[src/rtl/axis_pixels_fifo_pkg.sv]
// Shared pixel-stream parameters: beat geometry, per-beat user struct and FIFO occupancy states.
// ROWS and WORD_WIDTH may be overridden with the `ROWS / `WORD_WIDTH macros.
`ifndef ROWS
`define ROWS 4
`endif
`ifndef WORD_WIDTH
`define WORD_WIDTH 8
`endif

package axis_pixels_fifo_pkg;

  localparam int ROWS_C       = `ROWS;
  localparam int WORD_WIDTH_C = `WORD_WIDTH;

  typedef struct packed {
    logic       sof;
    logic       eol;
    logic [1:0] tag;
  } tuser_st;

  typedef enum logic [1:0] {
    EMPTY   = 2'd0,
    PARTIAL = 2'd1,
    FULL    = 2'd2
  } occ_state_e;

endpackage

[src/rtl/fifo_ram_sdp.sv]
// Simple dual-port storage: one synchronous write port, one asynchronous read port.
module fifo_ram_sdp #(
  parameter int WIDTH = 36,
  parameter int DEPTH = 16
) (
  input  logic                     clk,
  input  logic                     wr_en,
  input  logic [$clog2(DEPTH)-1:0] wr_addr,
  input  logic [WIDTH-1:0]         wr_data,
  input  logic [$clog2(DEPTH)-1:0] rd_addr,
  output logic [WIDTH-1:0]         rd_data
);

  logic [WIDTH-1:0] mem_q [DEPTH];

  always_ff @(posedge clk) begin
    if (wr_en) begin
      mem_q[wr_addr] <= wr_data;
    end
  end

  assign rd_data = mem_q[rd_addr];

endmodule

[src/rtl/axis_pixels_fifo.sv]
// Pixel-column AXIS FIFO between the shift stage and the engine.
// Define AXIS_PIXELS_FIFO_OREG_EN to drive m_* from an output register (counted in DEPTH).
`ifndef ROWS
`define ROWS 4
`endif
`ifndef WORD_WIDTH
`define WORD_WIDTH 8
`endif

module axis_pixels_fifo
  import axis_pixels_fifo_pkg::*;
#(
  parameter int DEPTH      = 16,
  parameter int ROWS       = `ROWS,
  parameter int WORD_WIDTH = `WORD_WIDTH
) (
  input  logic                         aclk,
  input  logic                         aresetn,
  output logic                         s_ready,
  input  logic                         s_valid,
  input  logic [ROWS*WORD_WIDTH-1:0]   s_data,
  input  tuser_st                      s_user,
  input  logic                         m_ready,
  output logic                         m_valid,
  output logic [ROWS*WORD_WIDTH-1:0]   m_data,
  output tuser_st                      m_user,
  output logic [$clog2(DEPTH):0]       count
);

  localparam int AW = $clog2(DEPTH);
  localparam int CW = AW + 1;
  localparam int DW = ROWS * WORD_WIDTH;
  localparam int UW = $bits(tuser_st);
  localparam int MW = DW + UW;

  logic          wr_fire, rd_fire, ram_rd_en;
  logic [AW-1:0] wr_ptr_q, wr_ptr_d, rd_ptr_q, rd_ptr_d;
  logic [CW-1:0] count_q, count_d;
  logic          s_ready_q, s_ready_d;
  logic          m_valid_q, m_valid_d;
  occ_state_e    state_q, state_d;
  logic [MW-1:0] ram_wr_data, ram_rd_data;

  assign wr_fire     = s_valid & s_ready_q;
  assign rd_fire     = m_valid_q & m_ready;
  assign ram_wr_data = {s_data, s_user};

  fifo_ram_sdp #(
    .WIDTH (MW),
    .DEPTH (DEPTH)
  ) u_ram (
    .clk     (aclk),
    .wr_en   (wr_fire),
    .wr_addr (wr_ptr_q),
    .wr_data (ram_wr_data),
    .rd_addr (rd_ptr_q),
    .rd_data (ram_rd_data)
  );

  always_comb begin
    wr_ptr_d  = wr_fire ? wr_ptr_q + 1'b1 : wr_ptr_q;
    rd_ptr_d  = ram_rd_en ? rd_ptr_q + 1'b1 : rd_ptr_q;
    count_d   = count_q + {{AW{1'b0}}, wr_fire} - {{AW{1'b0}}, rd_fire};
    s_ready_d = (count_d < CW'(DEPTH));
  end

  always_comb begin
    state_d = state_q;
    case (state_q)
      EMPTY:   if (wr_fire) state_d = PARTIAL;
      PARTIAL: begin
        if (wr_fire && !rd_fire && count_q == CW'(DEPTH - 1)) state_d = FULL;
        else if (rd_fire && !wr_fire && count_q == CW'(1))    state_d = EMPTY;
      end
      FULL:    if (rd_fire) state_d = PARTIAL;
      default: state_d = EMPTY;
    endcase
  end

`ifdef AXIS_PIXELS_FIFO_OREG_EN
  logic [CW-1:0] ram_count;
  logic [MW-1:0] oreg_q, oreg_d;

  // Refill the output register whenever it is empty or being drained this cycle.
  always_comb begin
    ram_count = count_q - {{AW{1'b0}}, m_valid_q};
    ram_rd_en = (ram_count != '0) && (!m_valid_q || m_ready);
    m_valid_d = ram_rd_en || (m_valid_q && !m_ready);
    oreg_d    = ram_rd_en ? ram_rd_data : oreg_q;
  end

  always_ff @(posedge aclk) begin
    oreg_q <= oreg_d;
  end

  assign {m_data, m_user} = oreg_q;
`else
  always_comb begin
    ram_rd_en = rd_fire;
    m_valid_d = (state_d != EMPTY);
  end

  assign {m_data, m_user} = ram_rd_data;
`endif

  always_ff @(posedge aclk) begin
    if (!aresetn) begin
      wr_ptr_q  <= '0;
      rd_ptr_q  <= '0;
      count_q   <= '0;
      s_ready_q <= 1'b0;
      m_valid_q <= 1'b0;
      state_q   <= EMPTY;
    end else begin
      wr_ptr_q  <= wr_ptr_d;
      rd_ptr_q  <= rd_ptr_d;
      count_q   <= count_d;
      s_ready_q <= s_ready_d;
      m_valid_q <= m_valid_d;
      state_q   <= state_d;
    end
  end

  assign s_ready = s_ready_q;
  assign m_valid = m_valid_q;
  assign count   = count_q;

endmodule

[config.mk]
export PLATFORM = sky130hd
export DESIGN_NAME = axis_pixels_fifo
export DESIGN_NICKNAME = d
export VERILOG_FILES = /design/src/rtl/axis_pixels_fifo_pkg.sv /design/src/rtl/fifo_ram_sdp.sv /design/src/rtl/axis_pixels_fifo.sv
export SDC_FILE = /design/constraint.sdc
export NUM_CORES = 1
export LEC_CHECK = 0
export ABC_CLOCK_PERIOD_IN_PS = 9600
export CAP_MARGIN = 10
export CORE_MARGIN = 4
export CORE_UTILIZATION = 35
export CTS_CLUSTER_SIZE = 40
export DETAILED_ROUTE_END_ITERATION = 8
export HOLD_SLACK_MARGIN = 0.06
export PLACE_DENSITY = 0.54
export SETUP_SLACK_MARGIN = 0.4
export SYNTH_ARGS = -nofsm -noshare
export SYNTH_HDL_FRONTEND = slang
export SYNTH_SLANG_ARGS = --single-unit
[constraint.sdc]
create_clock -name aclk -period 9.6 [get_ports aclk]
set_input_delay 2.4 -clock aclk [delete_from_list [all_inputs] [get_ports aclk]]
set_output_delay 2.4 -clock aclk [all_outputs]
set_load 0.02 [all_outputs]
== After elaboration in Yosys (flattened, before gate mapping) ==
Memories as Yosys holds them, arrays and structs flattened. A register that Yosys moved wholly into a read port is not among the register bits.
Cells that the tools add are included.

* Memory bits (writable): 576
* Logic and storage cells: 35
* Input port bits: 40
* Bits in read-only memories: 0
* Flip-flop bits (word level): 17
* Output and inout bits: 43
* Memories kept: 1
* Bits in latches: 0

{| class="wikitable"
|+ Memory list
! name !! depth !! width !! read ports !! clocked after Yosys merged registers in !! write ports !! RTL line !! RTL
|-
| u_ram.mem_q || 16 || 36 || 1 || 1 || 1 || fifo_ram_sdp.sv:14 || <nowiki>logic [WIDTH-1:0] mem_q [DEPTH];</nowiki>
|}

* Order comparisons: 1
* Reduce and logical (&&, ||, !) cells: 8
* $add $sub $neg: 4
* Bitwise gates (word level): 2
* Multipliers: 0
* Shifts and indexed selects: 0
* Divide/modulo/power cells: 0
* Mux-type cells: 9
* Equal/unequal tests: 4

{| class="wikitable"
|+ Operators with widths
! cell !! number
|-
| $add 4x1->4 const B || 2
|-
| $mux 2 || 4
|-
| $mux 4 || 2
|-
| $pmux 2 s3 || 1
|-
| $add 5x1->5 || 1
|-
| $eq 5x1->1 const B || 1
|-
| $eq 5x4->1 const B || 1
|-
| $lt 5x5->1 const B || 1
|-
| $sub 5x1->5 || 1
|-
| $logic_and 1x1->1 || 4
|-
| $and 1x1->1 || 2
|-
| $eq 2x1->1 const B || 1
|-
| $eq 2x2->1 const B || 1
|-
| $logic_not 1->1 || 2
|-
| $logic_not 2->1 || 1
|-
| $mux 1 || 2
|-
| $reduce_bool 2->1 || 1
|}

== Depth between registers and ports, before layout ==
Gate-level depths: netlist of the first run.

* Word-level depth: 8
* Mapped depth: 10
* Gate-level depth less buffers: 10

== Cells and area by module ==
From an unflattened synthesis of the first run, not the netlist that was laid out.

* Cells, all modules: 994
* Area, all modules: 22459.0 um2

{| class="wikitable"
|+ Modules (own cells, without submodules)
! module !! times used !! cells each !! area each (um2) !! sequential area each (um2)
|-
| fifo_ram_sdp || 1 || 902 || 21599.5 || 17296.6
|-
| axis_pixels_fifo || 1 || 92 || 859.6 || 340.3
|}

== Worst setup path after synthesis of the first run ==
OpenSTA, ideal clock, no wires.

* Path type: input to register
* From: input s_valid
* To: memory u_ram.mem_q[3][0] (enable)
* Library setup time: 474 ps
* Required time: 9126 ps
* Stages: 4
* Arrival time: 5247 ps
* Path slack: 3879 ps
* Buffers on the path: 0
* Cell sequence: nand2_1 -> inv_2 -> nand2_1 -> nor3_1

* Cells in the longest elaborated chain, start to end: 3

{| class="wikitable"
|+ RTL lines
! element !! RTL line !! RTL
|-
| start, declared || axis_pixels_fifo.sv:20 || <nowiki>input logic s_valid,</nowiki>
|-
| $and 1x1->1 || axis_pixels_fifo.sv:44 || <nowiki>assign wr_fire = s_valid & s_ready_q;</nowiki>
|-
| via u_ram.wr_en || fifo_ram_sdp.sv:7 || <nowiki>input logic wr_en,</nowiki>
|-
| $mux 1 || fifo_ram_sdp.sv:17 || <nowiki>if (wr_en) begin</nowiki>
|-
| $mux 1 (not written as such) || fifo_ram_sdp.sv:18 || <nowiki>mem_q[wr_addr] <= wr_data;</nowiki>
|-
| end, declared || fifo_ram_sdp.sv:14 ||
|}

The timed path passes the listed nets, and every way through them passes these cells.

==> results.cfg, run 1 <==
[power]
power_mw = 5.529
vdd_ir_drop_max_v = 0.0001375
p_leak_nw = 7.951
power.density_nw_per_um2 = 210.3

[yosys]
syn_inst = 1001
postSynthAreaPerCell_um2 = 22.55
synth_edf_count = 576
syn_area_um2 = 22570
yosys.cell_types.count = 31
yosysWarnings = 0
ys_seq_area_share_pct = 78.50
synth_flop_cell = edfxtp_1
synth-async-reset-ratio_pct = 0
ys_ff_latch = 597
syn-num-nets = 1055

[placement]
dpl_cell_area_um2 = 24520
portBuffers = 82
place_congestion = 0.6860
dp_cells = 1904
dp_hpwl_mm = 25.08

[detailed_routing]
ant_nets = 0
dr.pass1.iters = 5
wire_per_inst_um = 24.62
wirelength_mm = 49.53
first_iter_violations = 840
vias = 10290
drt-vias-per-instance = 5.112
drc_errors = 0

[flow_run]
maxCapViolCount = 0

[layout]
diodes = 0
fin_area_um2 = 26290
final_cell_mix = edfxtp_1, mux4_2, clkdlybuf4s50_1
instances_no_fill = 2012
mostFrequentLayoutCell = edfxtp_1
syn2layout_area_growth_pct = 16.48
finalNetCount = 1173
drive_gt1_share_pct = 22.64

[floorplan]
core-area_um2 = 63430
row_count = 92
io_pins = 83
die_h_um = 261.9
die_w_um = 261.9
dieArea_um2 = 68610
start_util_pct = 35.58

[sta]
hold_viol = 0
maxSlewViolCount = 0
max_freq_ghz = 0.1613
relSlewSlack_pct = 27.45
finalCritPeriodShare_pct = 64.59
clock_skew_ps = 13.85
rsz0062_at_grt = no
setup_viol = 0
fin_crit_ps = 6201
fin_tns_setup_ps = 0
worst_slew_pin_slew_ps = 1082

[cts]
postCtsHoldBufs = 0
clock_latency_ps = 610
post_cts_resized = 0
cts_sinks = 597
clockBufferDepth = 3
clockRootBuffer = clkbuf_16
numCtsBuffers = 59
cts_setup_buffers = 0
cts.clk_slew.worst_paths_ps = 60
cts.htree.levels = 2
cts_tree = yes

[hold_path]
hold_class = flop to flop
hp-start = rd_ptr_q[1]$_SDFFE_PN0P_
min_path_cells = 2

[worst_setup_path]
worstPathArrival_ps = 3800
crit_type = flop to output pin
end_kind = output pin
reg2reg_from = s_ready$_SDFF_PN0_
r2r_slack_ps = 6790
r2r_end = u_ram.mem_q[0][27]$_DFFE_PP_
required_ps = 7200
startpoint_type = flop
r2r_cells = 5
cp_max_fo = 43

[grt]
grt_overflow_total = 0
antenna_found_initial = 5
grt_max_degree = 57
grt_usage_pct = 14.58
grt_pass1_wl_mm = 73.17
grt_pass1_vias = 10850

[status]
status = complete, no violations
==> report_power, final <==
part	leakage, nW	switching, mW	internal [mW]
Clock	0.860	0.932	1.21
Sequential	5.35	0.0270	2.90
Combinational	1.74	0.236	0.222
==> area by class of cell <==
cell class | instances | area, µm²
multi-input cells | 345 | 4691
well taps | 846 | 1059
flip-flops and latches | 597 | 17720
inverters | 9 | 33.78
clock buffers | 81 | 1602
fillers | 5471 | 37140
repair buffers | 107 | 1008
clock inverters | 27 | 171.4
==> per-layer routing <==
metal	track usage, %	routed length [µm]	part of all wire, %
met5	0	59	0.12
met4	2.862	760	1.5
met3	3.074	2571	5.2
met2	23.50	23900	48
met1	20.87	22240	45
==> through the flow <==
stage	setup WS, ps	hold WS [ps]	utilization (%)
after floorplan	3879	480.4	-
after global placement	3852	514.0	38.65
after detailed placement	3893	529.5	38.65
after CTS	3214	538.7	41.45
after global routing	3074	573.0	41.45
final	3399	527.9	41.45
==> synthesized netlist by cell type (4+ instances only) <==
library cell	count	area (µm²)
ha_1	13	162.7
nor2b_1	5	31.28
mux4_2	144	3243
xnor2_1	8	70.07
nor2_1	16	60.06
and2_1	13	81.33
dfxtp_1	21	420.4
buf_6	7	78.83
a22oi_1	72	540.5
nor3_1	4	20.02
inv_1	8	30.03
nand2_1	49	183.9
edfxtp_1	576	17300
buf_2	17	85.08
clkbuf_1	23	86.33
==> registers in the layout (all words and copies together), names as in the netlist, named ones only <==
signal	cells
wr_ptr_q	4
count	5
s_ready	1
rd_ptr_q	4
m_valid	1
state_q	2
u_ram.mem_q	576
==> worst max-delay path by stage <==
stage	start	end	slack, ps	cells after the start
detailed placement	flop	m_data[7]	3890	5
global route	flop	m_data[7]	3070	5
global placement	flop	m_data[7]	3850	5
floorplan	s_valid	u_ram.mem_q[3][0]$_DFFE_PP_	3880	4
CTS	flop	m_data[7]	3210	5
finish	flop	m_data[7]	3400	5
==> cell families after synthesis <==
group,share of synthesized area [%]
flops,78.50
buf+inv,1.308
mux,14.41
simple gates,1.868
compound gates,2.711
xor+xnor,0.3881
fa+ha+maj,0.8094
==> worst max-delay path, stage by stage (launching register included) <==
cell and delay (ps):
dfxtp_4 750, buf_4 790, mux4_2 600, a22oi_1 320, nand2_1 110, clkdlybuf4s50_1 550
Note: power is estimated with default switching activity, not from simulation.
==> inputs of run 2 (changes only) <==
Settings changed: ABC_CLOCK_PERIOD_IN_PS 9600 to 6000.
Clock period 9.6 ns to 6 ns, I/O delays scaled along.
==> results.cfg, run 2 (synthesized netlist as in run 1, its figures left out) <==
[hold_path]
hold_class = flop to flop

[cts]
cts.clk_slew.worst_paths_ps = 60
cts_sinks = 597
cts_setup_buffers = 0
clock_latency_ps = 620
clockBufferDepth = 3
cts.htree.levels = 2
numCtsBuffers = 61
clockRootBuffer = clkbuf_16
post_cts_resized = 0
cts_tree = yes
postCtsHoldBufs = 0

[floorplan]
row_count = 92
dieArea_um2 = 68610
die_h_um = 261.9
core-area_um2 = 63430
start_util_pct = 35.58
io_pins = 83
die_w_um = 261.9

[detailed_routing]
drc_errors = 0
ant_nets = 0
dr.pass1.iters = 5
wire_per_inst_um = 25.40
vias = 10520
drt-vias-per-instance = 5.170
wirelength_mm = 51.67
first_iter_violations = 859

[placement]
place_congestion = 0.7051
dp_hpwl_mm = 28.74
dpl_cell_area_um2 = 24690
portBuffers = 82

[grt]
grt_pass1_vias = 11110
grt_max_degree = 54
grt_pass1_wl_mm = 75.80
antenna_found_initial = 2
grt_overflow_total = 0
grt_usage_pct = 15.12

[sta]
worst_slew_pin_slew_ps = 1186
fin_tns_setup_ps = 0
rsz0062_at_grt = no
finalCritPeriodShare_pct = 80.11
hold_viol = 0
maxSlewViolCount = 0
max_freq_ghz = 0.2081
setup_viol = 0
relSlewSlack_pct = 20.77
clock_skew_ps = 20.14
fin_crit_ps = 4806

[power]
p_switching_mw = 1.992
p_clk_share_pct = 39.3
p_int_mw = 6.979
power_mw = 8.971
p_leak_nw = 8.103
switching_share_pct = 22.21
power_frac_seq_pct = 52.2
power_frac_comb_pct = 8.5
power.density_nw_per_um2 = 337.9
vdd_ir_drop_max_v = 0.0002003

[layout]
post-route-util_pct = 41.85
final_cell_mix = edfxtp_1, mux4_2, clkdlybuf4s50_1
regMostFlops = u_ram.mem_q
mostFrequentLayoutCell = edfxtp_1
largest_reg_flops = 576
drive_gt1_share_pct = 24.60
finalNetCount = 1192
fin_area_um2 = 26550
fillCellCount = 5475
syn2layout_area_growth_pct = 17.62

[worst_setup_path]
cp_max_fo = 26
startpoint_type = flop
end_kind = output pin
worstPathArrival_ps = 3310
crit_type = flop to output pin
required_ps = 4500

[status]
status = complete, no violations

[flow_run]
maxCapViolCount = 0
-- run 2: cell count changes in the layout (fill, tap and decap cells not counted), sizes merged --
cell,delta
clkinv,+9
diode,+1
buf,+17
clkinvlp,+1
clkbuf,-8
inv,+2
-- run 2: worst paths after layout --
check / to / slack (ps) / depth (start not counted) / start
setup / recovery: m_user[1] / 1190 / 5 / flop
hold / removal: flop / 510 / 2 / rd_ptr_q[1]$_SDFFE_PN0P_
setup reg to reg: u_ram.mem_q[13][15]$_DFFE_PP_ / 3490 / 5 / s_ready$_SDFF_PN0_
hold reg to reg: flop / 510 / 2 / rd_ptr_q[1]$_SDFFE_PN0P_
-- run 2: layer usage --
metal  vias to the layer above  global-route usage [%]  part of all wire [%]
met4                         4                   2.803                   1.2
met1                      5687                   22.00                    45
met2                       276                   24.34                    48
met3                        56                   2.785                   5.3
met5                         -                       0                 0.041
li1                       4492                       -                     -
-- run 2: final cells by class --
cell class                      count  area, µm²  share of cell area (%)
Multi-Input combinational cell    345       4691                   17.67
Timing Repair Buffer              124       1186                   4.468
Sequential cell                   597      17720                   66.77
Antenna cell                        1      2.502                0.009426
Inverter                            9      33.78                  0.1273
Tap cell                          846       1059                   3.987
Clock inverter                     39      257.7                  0.9709
Clock buffer                       73       1593                   6.000
-- run 2: per-stage QoR --
stage / setup slack [ps] / instances / hold WS, ps
2_1_floorplan: 1179 / 1001 / 480.4
3_3_place_gp: 1764 / 1921 / 497.2
3_5_place_dp: 1768 / 1921 / 507.0
4_1_cts: 1092 / 2033 / 517.1
5_1_grt: 1001 / 2033 / 552.0
6_report: 1194 / 2034 / 506.5
-- run 2: power groups by stage --
stage / Sequential, mW / Combinational (mW) / Clock, mW
3_3_place_gp: 4.77 / 0.784 / 0
6_report: 4.68 / 0.767 / 3.52
2_1_floorplan: 4.77 / 0.454 / 0
5_1_grt: 4.69 / 0.834 / 3.79
4_1_cts: 4.68 / 0.788 / 3.61
3_5_place_dp: 4.77 / 0.784 / 0
-- run 2: critical path: stages, from the launching register on --
cell	delay, ps
dfxtp_1	460
nor2b_4	1000
buf_4	320
a22oi_1	80
nand2_1	180
clkdlybuf4s50_1	640
==> inputs of run 3 (changes only) <==
Settings changed: ABC_CLOCK_PERIOD_IN_PS 6000 to 3930, PLACE_DENSITY 0.54 to 0.55.
Clock period 6 ns to 3.93 ns, I/O delays scaled along.
==> results.cfg, run 3 (synthesized netlist as in run 1, its figures left out) <==
[hold_path]
hold_class = flop to flop

[worst_setup_path]
required_ps = 2950
end_kind = output pin
startpoint_type = flop
cp_max_fo = 11
crit_type = flop to output pin
worstPathArrival_ps = 2490

[flow_run]
maxCapViolCount = 0

[layout]
multi_input_area_um2 = 4781
regArea_um2 = 17720
largest_reg_flops = 576
drive_gt1_share_pct = 30.40
final_cell_mix = edfxtp_1, mux4_2, clkbuf_16
mostFrequentLayoutCell = edfxtp_1
diodes = 0
syn2layout_area_growth_pct = 21.08
regMostFlops = u_ram.mem_q
instances_no_fill = 2063
finalNetCount = 1222
fillCellCount = 5395

[detailed_routing]
first_iter_violations = 1012
drc_errors = 0
vias = 10790
wire_per_inst_um = 26.28
dr.pass1.iters = 5
ant_nets = 0
drt-vias-per-instance = 5.228
wirelength_mm = 54.21

[power]
power_frac_seq_pct = 51.0
power.density_nw_per_um2 = 511.7
p_clk_share_pct = 39.7
p_switching_mw = 3.056
power_frac_comb_pct = 9.3
switching_share_pct = 21.85
p_int_mw = 10.93
p_leak_nw = 8.425
vdd_ir_drop_max_v = 0.0003585

[cts]
cts.htree.levels = 2
numCtsBuffers = 60
clockBufferDepth = 3
clockRootBuffer = clkbuf_16
postCtsHoldBufs = 0
cts_tree = yes
cts.clk_slew.worst_paths_ps = 60
clock_latency_ps = 630
cts_sinks = 597

[floorplan]
io_pins = 83
dieArea_um2 = 68610
row_count = 92
die_h_um = 261.9
core-area_um2 = 63430
start_util_pct = 35.58
die_w_um = 261.9

[grt]
antenna_found_initial = 1
grt_pass1_vias = 11190
grt_overflow_total = 0
grt_max_degree = 38
grt_pass1_wl_mm = 77.86
grt_usage_pct = 15.74

[placement]
dp_hpwl_mm = 26.51
place_congestion = 0.6732
portBuffers = 82
dp_slack_ps = 600.4
dp_cells = 1919

[sta]
clock_skew_ps = 19.26
relSlewSlack_pct = 58.65
setup_viol = 0
setup_slack_ps = 461.0
fin_hold_ws_ps = 509.5
hold_viol = 0
worst_slew_pin_slew_ps = 619.4
finalCritPeriodShare_pct = 88.27
max_freq_ghz = 0.2883
maxSlewViolCount = 0
rsz0062_at_grt = yes
fin_crit_ps = 3469
fin_tns_setup_ps = 0

[status]
status = complete, no violations
[run 3: changes by cell type in the layout (fill, tap and decap cells not counted), sizes merged]
cell / change
clkbuf: +16
clkinv: -15
clkdlybuf4s15: +5
clkinvlp: +1
bufinv: +2
diode: -1
inv: -2
bufbuf: +1
buf: +58
clkdlybuf4s50: -36
[run 3: what timing repair did]
action,4_1_cts,5_1_grt
gates cloned,11,3
setup endpoints to repair,36,26
pin swaps,1,1
gates resized for setup,157,19
buffers inserted,15,4
[run 3: per-layer routing]
layer	vias up	share of wire, %	GRT usage, %
li1	4566	-	-
met1	5869	45	22.39
met2	283	49	25.60
met3	65	5.3	3.055
met4	2	1.5	3.334
met5	-	0.024	0
[run 3: power by group through the flow]
stage / Combinational, mW / Clock (mW) / Sequential [mW]
floorplan: 0.694 / 0 / 7.29
global placement: 1.19 / 0 / 7.27
detailed placement: 1.20 / 0 / 7.27
CTS: 1.31 / 5.69 / 7.14
global route: 1.41 / 5.97 / 7.14
finish: 1.30 / 5.54 / 7.14
[run 3: final cells by class]
| class | instances | area share [%] |
|---|---|---|
| repair buffers | 155 | 6.625 |
| multi-input cells | 345 | 17.50 |
| well taps | 846 | 3.874 |
| clock inverters | 25 | 0.9386 |
| inverters | 9 | 0.1236 |
| flip-flops and latches | 597 | 64.86 |
| clock buffers | 86 | 6.081 |
[run 3: final timing paths]
| check | from | end | slack (ps) | depth (start not counted) |
|---|---|---|---|---|
| setup / recovery | flop | m_data[20] | 460 | 7 |
| hold / removal | rd_ptr_q[1]$_SDFFE_PN0P_ | flop | 510 | 2 |
| setup reg to reg | m_valid$_SDFF_PN0_ | s_ready$_SDFF_PN0_ | 1750 | 9 |
| hold reg to reg | rd_ptr_q[1]$_SDFFE_PN0P_ | flop | 510 | 2 |
[run 3: critical path: stages (launching register included)]
cell and delay (ps):
dfxtp_4 380, buf_12 150, buf_12 130, buf_16 160, mux4_2 510, a22oi_1 180
nand2_1 80, clkdlybuf4s15_2 260
[run 3: per-stage QoR]
step                      total power [mW]  cell area (µm²)  util [%]
final                                13.98            27330     43.08
after global routing                 14.53            27330     43.08
after CTS                            14.14            27260     42.97
after detailed placement             8.467            24870     39.21
after global placement               8.453            24870     39.21
after floorplan                      7.980            22590         -
